===== config.mk =====
export PLATFORM = sky130hd
export DESIGN_NAME = div_seq
export DESIGN_NICKNAME = d
export VERILOG_FILES = /design/src/rtl/div_seq_pkg.sv /design/src/rtl/div_step.sv /design/src/rtl/div_seq.sv
export SDC_FILE = /design/constraint.sdc
export NUM_CORES = 1
export LEC_CHECK = 0
export ABC_AREA = 1
export CORE_MARGIN = 8
export CORE_UTILIZATION = 58
export CTS_CLUSTER_SIZE = 16
export DETAILED_ROUTE_END_ITERATION = 16
export PLACE_DENSITY = 0.79
export SKIP_CTS_REPAIR_TIMING = 1
export SYNTH_ARGS = -nofsm -noshare
export SYNTH_HDL_FRONTEND = slang
export SYNTH_SLANG_ARGS = --single-unit

===== constraint.sdc =====
create_clock -name clk -period 2.21 [get_ports clk]
set_input_delay 0.442 -clock clk [delete_from_list [all_inputs] [get_ports clk]]
set_output_delay 0.442 -clock clk [all_outputs]
set_load 0.02 [all_outputs]

===== src/rtl/div_seq_pkg.sv =====
// Shared definitions for the sequential restoring divider: FSM state encoding and default width.
package div_seq_pkg;

  localparam int DEF_WIDTH = 32;

  typedef enum logic [1:0] {
    S_IDLE = 2'd0,
    S_CALC = 2'd1,
    S_FIX  = 2'd2,
    S_DONE = 2'd3
  } state_t;

endpackage


===== src/rtl/div_step.sv =====
// One combinational restoring-division step: shift in the next dividend bit, subtract the
// divisor if it fits, and report the resulting quotient bit.
module div_step
  import div_seq_pkg::*;
#(
  parameter int WIDTH = DEF_WIDTH
) (
  input  logic [WIDTH:0]   rem_in,
  input  logic             dvd_msb,
  input  logic [WIDTH-1:0] divisor,
  output logic [WIDTH:0]   rem_out,
  output logic             qbit
);

  logic [WIDTH:0] shifted_s;
  logic [WIDTH:0] diff_s;
  logic           take_s;

  assign shifted_s = {rem_in[WIDTH-1:0], dvd_msb};
  assign diff_s    = shifted_s - {1'b0, divisor};
  // A set top bit would be shifted out, so the true value certainly exceeds the divisor.
  assign take_s    = rem_in[WIDTH] | (shifted_s >= {1'b0, divisor});

  // Restore (keep the shifted value) when the divisor does not fit.
  always_comb begin
    rem_out = shifted_s;
    qbit    = 1'b0;
    if (take_s) begin
      rem_out = diff_s;
      qbit    = 1'b1;
    end else begin
      rem_out = shifted_s;
      qbit    = 1'b0;
    end
  end

endmodule


===== src/rtl/div_seq.sv =====
// Iterative radix-2 restoring divider, signed or unsigned, one quotient bit per cycle,
// with a start/busy/done handshake.
module div_seq
  import div_seq_pkg::*;
#(
  parameter int WIDTH = DEF_WIDTH
) (
  input  logic             clk,
  input  logic             rst,
  input  logic             start,
  input  logic             sign,
  input  logic [WIDTH-1:0] x,
  input  logic [WIDTH-1:0] y,
  output logic             busy,
  output logic             done,
  output logic [WIDTH-1:0] quotient,
  output logic [WIDTH-1:0] remainder,
  output logic             div_by_zero
);

  localparam int CW = $clog2(WIDTH);

  state_t           state_r;
  state_t           state_s;
  logic [CW-1:0]    cnt_r;
  logic [WIDTH-1:0] dvd_r;
  logic [WIDTH-1:0] dvs_r;
  logic [WIDTH-1:0] quo_r;
  logic [WIDTH-1:0] xorig_r;
  logic [WIDTH:0]   rem_r;
  logic             xs_r;
  logic             ys_r;
  logic             zero_r;

  logic             accept_s;
  logic             xs_s;
  logic             ys_s;
  logic [WIDTH-1:0] xmag_s;
  logic [WIDTH-1:0] ymag_s;
  logic [WIDTH:0]   rem_s;
  logic             qbit_s;
  logic [WIDTH-1:0] fix_q_s;
  logic [WIDTH-1:0] fix_r_s;

  assign accept_s = (state_r == S_IDLE) && start;
  assign xs_s     = sign & x[WIDTH-1];
  assign ys_s     = sign & y[WIDTH-1];
  // Negating the most negative value yields the same pattern, read here as 2^(W-1) unsigned.
  assign xmag_s   = xs_s ? (~x + {{(WIDTH-1){1'b0}}, 1'b1}) : x;
  assign ymag_s   = ys_s ? (~y + {{(WIDTH-1){1'b0}}, 1'b1}) : y;

  div_step #(
    .WIDTH(WIDTH)
  ) u_step (
    .rem_in (rem_r),
    .dvd_msb(dvd_r[WIDTH-1]),
    .divisor(dvs_r),
    .rem_out(rem_s),
    .qbit   (qbit_s)
  );

  // Next-state logic.
  always_comb begin
    state_s = state_r;
    case (state_r)
      S_IDLE: begin
        if (start) begin
          state_s = S_CALC;
        end else begin
          state_s = S_IDLE;
        end
      end
      S_CALC: begin
        if (cnt_r == {CW{1'b0}}) begin
          state_s = S_FIX;
        end else begin
          state_s = S_CALC;
        end
      end
      S_FIX:   state_s = S_DONE;
      S_DONE:  state_s = S_IDLE;
      default: state_s = S_IDLE;
    endcase
  end

  // Sign fix-up of the magnitude result; division by zero overrides both values.
  always_comb begin
    fix_q_s = quo_r;
    fix_r_s = rem_r[WIDTH-1:0];
    if (zero_r) begin
      fix_q_s = {WIDTH{1'b1}};
      fix_r_s = xorig_r;
    end else begin
      fix_q_s = (xs_r ^ ys_r) ? (~quo_r + {{(WIDTH-1){1'b0}}, 1'b1}) : quo_r;
      fix_r_s = xs_r ? (~rem_r[WIDTH-1:0] + {{(WIDTH-1){1'b0}}, 1'b1}) : rem_r[WIDTH-1:0];
    end
  end

  // FSM state, step counter and datapath registers.
  always_ff @(posedge clk) begin
    if (rst) begin
      state_r <= S_IDLE;
      cnt_r   <= {CW{1'b0}};
      dvd_r   <= {WIDTH{1'b0}};
      dvs_r   <= {WIDTH{1'b0}};
      quo_r   <= {WIDTH{1'b0}};
      xorig_r <= {WIDTH{1'b0}};
      rem_r   <= {(WIDTH+1){1'b0}};
      xs_r    <= 1'b0;
      ys_r    <= 1'b0;
      zero_r  <= 1'b0;
    end else begin
      state_r <= state_s;
      if (accept_s) begin
        cnt_r   <= CW'(WIDTH - 1);
        dvd_r   <= xmag_s;
        dvs_r   <= ymag_s;
        quo_r   <= {WIDTH{1'b0}};
        xorig_r <= x;
        rem_r   <= {(WIDTH+1){1'b0}};
        xs_r    <= xs_s;
        ys_r    <= ys_s;
        zero_r  <= (y == {WIDTH{1'b0}});
      end else if (state_r == S_CALC) begin
        cnt_r <= cnt_r - {{(CW-1){1'b0}}, 1'b1};
        dvd_r <= {dvd_r[WIDTH-2:0], 1'b0};
        rem_r <= rem_s;
        quo_r <= {quo_r[WIDTH-2:0], qbit_s};
      end else begin
        cnt_r <= cnt_r;
        dvd_r <= dvd_r;
        rem_r <= rem_r;
        quo_r <= quo_r;
      end
    end
  end

  // Registered handshake and result outputs; busy also covers the cycle that shows done.
  always_ff @(posedge clk) begin
    if (rst) begin
      busy        <= 1'b0;
      done        <= 1'b0;
      quotient    <= {WIDTH{1'b0}};
      remainder   <= {WIDTH{1'b0}};
      div_by_zero <= 1'b0;
    end else begin
      busy <= (state_s != S_IDLE) || (state_r == S_DONE);
      done <= (state_r == S_DONE);
      if (accept_s) begin
        div_by_zero <= 1'b0;
      end else if (state_r == S_FIX) begin
        quotient    <= fix_q_s;
        remainder   <= fix_r_s;
        div_by_zero <= zero_r;
      end else begin
        div_by_zero <= div_by_zero;
      end
    end
  end

endmodule

=== Word level (Yosys, flattened, before mapping) ===
Index checks and enable logic that the tools add are counted.

* Add/sub/neg operators: 6
* Multipliers: 0
* Divide/modulo/power cells: 0
* Order comparisons: 1
* Eq/ne operators: 3
* Shifts and indexed selects: 0
* Multiplexer cells: 15
* Bitwise logic cells: 9
* Reduce and logical (&&, ||, !) cells: 9

{| class="wikitable"
|+ Operators with widths
! operator !! count
|-
| two-way mux 32 bit || 8
|-
| adder 32 x 1 -> 32 bit (second input constant) || 4
|-
| NOT 32 bit || 4
|-
| greater-or-equal comparator 33 x 32 -> 1 bit || 1
|-
| two-way mux 33 bit || 1
|-
| subtractor 33 x 32 -> 33 bit || 1
|-
| zero test 32 bit || 1
|-
| two-way mux 5 bit || 2
|-
| case mux 2 bit (4 select lines) || 1
|-
| zero test 5 bit || 1
|-
| subtractor 5 x 1 -> 5 bit (second input constant) || 1
|-
| equality test 2 bit (second input constant) || 2
|-
| nonzero test 2 bit || 2
|-
| bitwise AND 1 bit || 2
|-
| equality test 2 x 1 -> 1 bit (second input constant) || 1
|-
| zero test 2 bit || 1
|-
| two-way mux 1 bit || 2
|-
| two-way mux 2 bit || 1
|-
| AND reduction 2 bit || 1
|-
| OR reduction 2 bit || 1
|-
| logical AND 1 bit || 1
|-
| logical OR 1 bit || 1
|-
| NOT 1 bit || 1
|-
| OR 1 bit || 1
|-
| bitwise XOR 1 bit || 1
|}

* Bits in registers: 238
* Latch bits: 0
* Bits in writable memories: 0
* ROM bits: 0
* Bits of input ports: 68
* Output and inout port bits: 67
* Word-level logic and storage cells: 58
* Memories kept: 0

=== Longest topological paths before layout ===
* Depth in word-level cells: 5
* Mapped depth: 18
* Mapped depth without buffers: 17

=== By module ===
Synthesis repeated with hierarchy kept, for this count alone.

* Cells, all modules: 2655
* Area total of the unflattened synthesis: 15894.0 um2

{| class="wikitable"
|+ By module, submodules not included
! module !! times used !! cells each !! area an instance (um2)
|-
| div_seq || 1 || 1945 || 12579.6
|-
| div_step || 1 || 710 || 3314.4
|}

=== Worst setup path before layout ===
OpenSTA, ideal clock, no wires.

* Kind: reg2reg
* Start: reg dvd_r[31]
* End: reg rem_r[24]
* Data arrival time: 1.864 ns
* Data required time: 2.101 ns
* Slack: 0.237 ns
* Cell stages (with the launch flop): 18
* Buffers on the path: 0
* Clock period less this slack: 1.973 ns
* Path through: dfxtp_1 -> inv_1 -> ha_1 -> fa_1 -> inv_1 -> nand3_1 -> nand3_1 -> nand2_1 -> nand2_1 -> nand2_1 -> nand2_1 -> nand2_1 -> nand2_1 -> nand2_1 -> nand3_1 -> nand3_1 -> nand2_1 -> inv_1

* Longest elaborated chain between the ends: 3
* Elaborated cells on any way between the ends: 4

{| class="wikitable"
|+ Ends and longest elaborated chain
! what !! RTL line !! text
|-
| start, declared || div_seq.sv:26 || <nowiki>logic [WIDTH-1:0] dvd_r;</nowiki>
|-
| start signal, assigned || div_seq.sv:104 || <nowiki>dvd_r <= {WIDTH{1'b0}};</nowiki>
|-
| start signal, assigned || div_seq.sv:116 || <nowiki>dvd_r <= xmag_s;</nowiki>
|-
| start signal, assigned || div_seq.sv:126 || <nowiki>dvd_r <= {dvd_r[WIDTH-2:0], 1'b0};</nowiki>
|-
| greater-or-equal comparator 33 x 32 -> 1 bit || div_step.sv:22 || <nowiki>assign take_s = rem_in[WIDTH] | (shifted_s >= {1'b0, divisor});</nowiki>
|-
| OR 1 bit || div_step.sv:22 ||
|-
| two-way mux 33 bit (*) || div_step.sv:28 || <nowiki>if (take_s) begin</nowiki>
|-
| end signal, assigned || div_seq.sv:108 || <nowiki>rem_r <= {(WIDTH+1){1'b0}};</nowiki>
|-
| end signal, assigned || div_seq.sv:120 || <nowiki>rem_r <= {(WIDTH+1){1'b0}};</nowiki>
|-
| end signal, assigned || div_seq.sv:127 || <nowiki>rem_r <= rem_s;</nowiki>
|-
| end, declared || div_seq.sv:30 || <nowiki>logic [WIDTH:0] rem_r;</nowiki>
|}

Every way passes the cells marked *; elsewhere a longest branch is shown, timed or not.
A chain may end at the register's enable or synchronous reset.

=== Final worst setup path ===
* Start: reg dvs_r[20]
* End: reg rem_r[8]

* Longest elaborated chain between the ends: 3

{| class="wikitable"
|+ Ends and longest elaborated chain
! what !! RTL line !! text
|-
| start, declared || div_seq.sv:27 || <nowiki>logic [WIDTH-1:0] dvs_r;</nowiki>
|-
| start signal, assigned || div_seq.sv:105 || <nowiki>dvs_r <= {WIDTH{1'b0}};</nowiki>
|-
| start signal, assigned || div_seq.sv:117 || <nowiki>dvs_r <= ymag_s;</nowiki>
|-
| greater-or-equal comparator 33 x 32 -> 1 bit || div_step.sv:22 ||
|-
| OR 1 bit || div_step.sv:22 ||
|-
| two-way mux 33 bit || div_step.sv:28 ||
|}

No other way between the ends.

==> metrics <==
final setup fails 7; pre-CTS setup slack -372 ps; clock buffer depth 3; Die Wd 180 um; Syn Area/Cell 6.09 um2; per-cell routed wire length 17.0 um; cell area power density 857 mW/mm2; number of synthesized flops with an enable pin 0; Tcrit/Tclk final 102%; Core ar. 0.0267 mm2; final instance area 0.0207 mm2; Yosys top cell area share 30.7%; DRC Markers 0; final worst setup slack -53.3 ps; die span in y 180 um; area grow syn2layout 33.4%; placed cell count 3,150; post-synthesis cell area 0.0155 mm2; post-synthesis net count 2,653; post-synthesis compound-gate area fraction 16.6%; count leader, synth nand2_1; Yosys warning total 0; Worst EP required 2610 ps; Detail Route Antenna Nets 0; Post-Route WL 54.6 mm; top post-synthesis cells by area dfxtp_1, nand2_1, inv_1; worst-margin pin slew 749 ps; Final Skew 15.2 ps; Nets 2,963; initial antenna violation count 0; Peak VDD IR 0.640 mV; IO Pins 135; clock root buffer clkbuf_16; DRT iter0 DRCs 2,133; Starting Density 58.2%; H-tree level count 1; vias in the first global route 16,900; critical path data arrival time 2670 ps; CTS tree built; ys async rst share 0%; crit-path max FO 7; largest family of logic cells by synthesized area simple AND/OR/NAND/NOR gates; layout cells sized above 1 18.9%; Non-Filler Instances 3,216; Slew Limit Fails 0; kind of critical path flop to flop; Via density 5.71; first-pass GRT wire length 84.9 mm; GPL Wtd Cong 0.989; failing checks negative setup slack; die area 0.0323 mm2; GR Util All Layers 31.3%; Max Cap Violations 0; RSZ-0062 raised after global routing true; mux contribution to synthesized area 0%; Rows 60; diode count 0; clock latency on the worst-skew pair 540 ps; largest area contributor in the netlist dfxtp_1; largest net degree at the start of global routing 76; clk sinks 238; register area share after synthesis 30.7%; LEAKAGE 9.56 nW; DP Area 0.0187 mm2; top cells by count, synth nand2_1, inv_1, nor2_1; number of port buffers 134; minimum clock period 2260 ps; Yosys cell types 50; Post-DP HPWL 39.6 mm; Reg clk slew, reported paths 60 ps; final hold violation count 0; xor/xnor share of the synthesized area 1.52%; HP Class input port to flop; via count 18,400; Max Fclk 442 MHz; crit path launch type flop; Adder-Cell Fraction of Synth Area 3.11%; Primary FF master, synth dfxtp_1; flops & latches, synth 238; total grt overflow 0; Inserted Clock Buffers 26; DR pass1 iterations 6; Mapped Cells 2,547; total power 17.8 mW; Synth Area in Simple Gates 36.3%; Slew headroom 50.0%; CP endpoint kind flop; outcome complete, but fails checks
## registers in the layout, indices dropped and copies added (netlist names)
name,count
rem_r,33
dvd_r,32
dvs_r,32
quo_r,32
quotient,32
remainder,32
xorig_r,32
cnt_r,5
state_r,2
busy,1
div_by_zero,1
done,1
xs_r,1
ys_r,1
zero_r,1
## worst paths after layout
check	from	to	slack, ps	cells after the start
hold / removal	rst	xorig_r[19]$_SDFFE_PP0P_	430	3
hold reg to reg	quotient[2]$_SDFFE_PP0P_	quotient[2]$_SDFFE_PP0P_	460	2
setup / recovery	dvs_r[20]$_SDFFE_PP0P_	rem_r[8]$_SDFFE_PP0P_	-50	18
setup reg to reg	dvs_r[20]$_SDFFE_PP0P_	rem_r[8]$_SDFFE_PP0P_	-50	18
## layout make-up
class / instances / area (um2)
repair buffers: 395 / 3480
well taps: 341 / 427
clock inverters: 9 / 86.3
flip-flops and latches: 238 / 4790
multi-input cells: 1841 / 9800
fillers: 2088 / 5940
inverters: 355 / 1360
clock buffers: 37 / 772
## stage by stage
step	hold slack (ps)	util, %	TNS (ps)
finish	427	77.7	-141
global route	418	77.7	-2290
CTS	403	73.6	-3380
detailed placement	446	70.3	-7230
global placement	440	70.3	-4400
floorplan	421	-	0
## routing by layer
layer / wire [um] / vias up / track usage, % / share of wire (%)
met5: 0 / - / 0 / 0
met4: 1660 / 0 / 9.57 / 3.0
met3: 4660 / 140 / 4.90 / 8.5
met2: 24700 / 913 / 50.4 / 45
met1: 23600 / 8448 / 42.5 / 43
li1: - / 8873 / - / -
## critical path: stages (launching register included)
cell	delay, ps
dfxtp_1	310
inv_2	110
ha_4	230
buf_4	150
nand2_2	70
nand2_2	70
inv_2	50
nand2_2	60
nand2_2	60
nand2_2	60
a21oi_4	150
nand2_4	90
nand2_8	140
nand2_8	100
buf_12	170
nand3_2	50
nand2_1	50
nor2_1	120
nor2_1	80
## cells in the final DEF (no fill, tap or decap), types with 8 or more instances in the layout
cell type / netlist / final
dfxtp_2: 0 / 19
inv_2: 6 / 32
dfxtp_1: 238 / 219
inv_1: 345 / 310
nand3_1: 192 / 186
o21a_1: 9 / 9
nand2_4: 1 / 13
a21oi_1: 200 / 189
nor3_1: 63 / 61
o21ai_0: 145 / 141
a211oi_1: 8 / 8
and2_1: 8 / 8
clkbuf_8: 0 / 8
nor2_2: 9 / 19
xor2_1: 22 / 22
o221ai_1: 13 / 13
nand4_1: 33 / 33
a21oi_2: 1 / 10
o22ai_1: 21 / 21
o211ai_1: 31 / 31
nand2_2: 9 / 53
buf_12: 0 / 9
a31oi_1: 11 / 10
nand3b_1: 18 / 18
inv_4: 0 / 10
clkbuf_16: 0 / 28
nor2_1: 249 / 227
nor2_4: 3 / 15
nand3_2: 9 / 14
ha_4: 0 / 31
o21ai_1: 7 / 9
buf_4: 6 / 242
clkdlybuf4s50_1: 0 / 133
nand2_1: 697 / 641
## report_power, final
part           total (mW)  switching, mW  internal, mW  leakage, nW
clock                4.35           1.81          2.54        0.422
combinational        8.57           5.13          3.44         7.19
sequential           4.83          0.221          4.61         1.95
total                17.8           7.16          10.6         9.56
## cell families after synthesis
logic type	Yosys count
compound gates	463
xor+xnor	27
buf+inv	470
fa+ha+maj	38
simple gates	1311
flops	238
No activity file was read; power rests on OpenSTA's default activity.
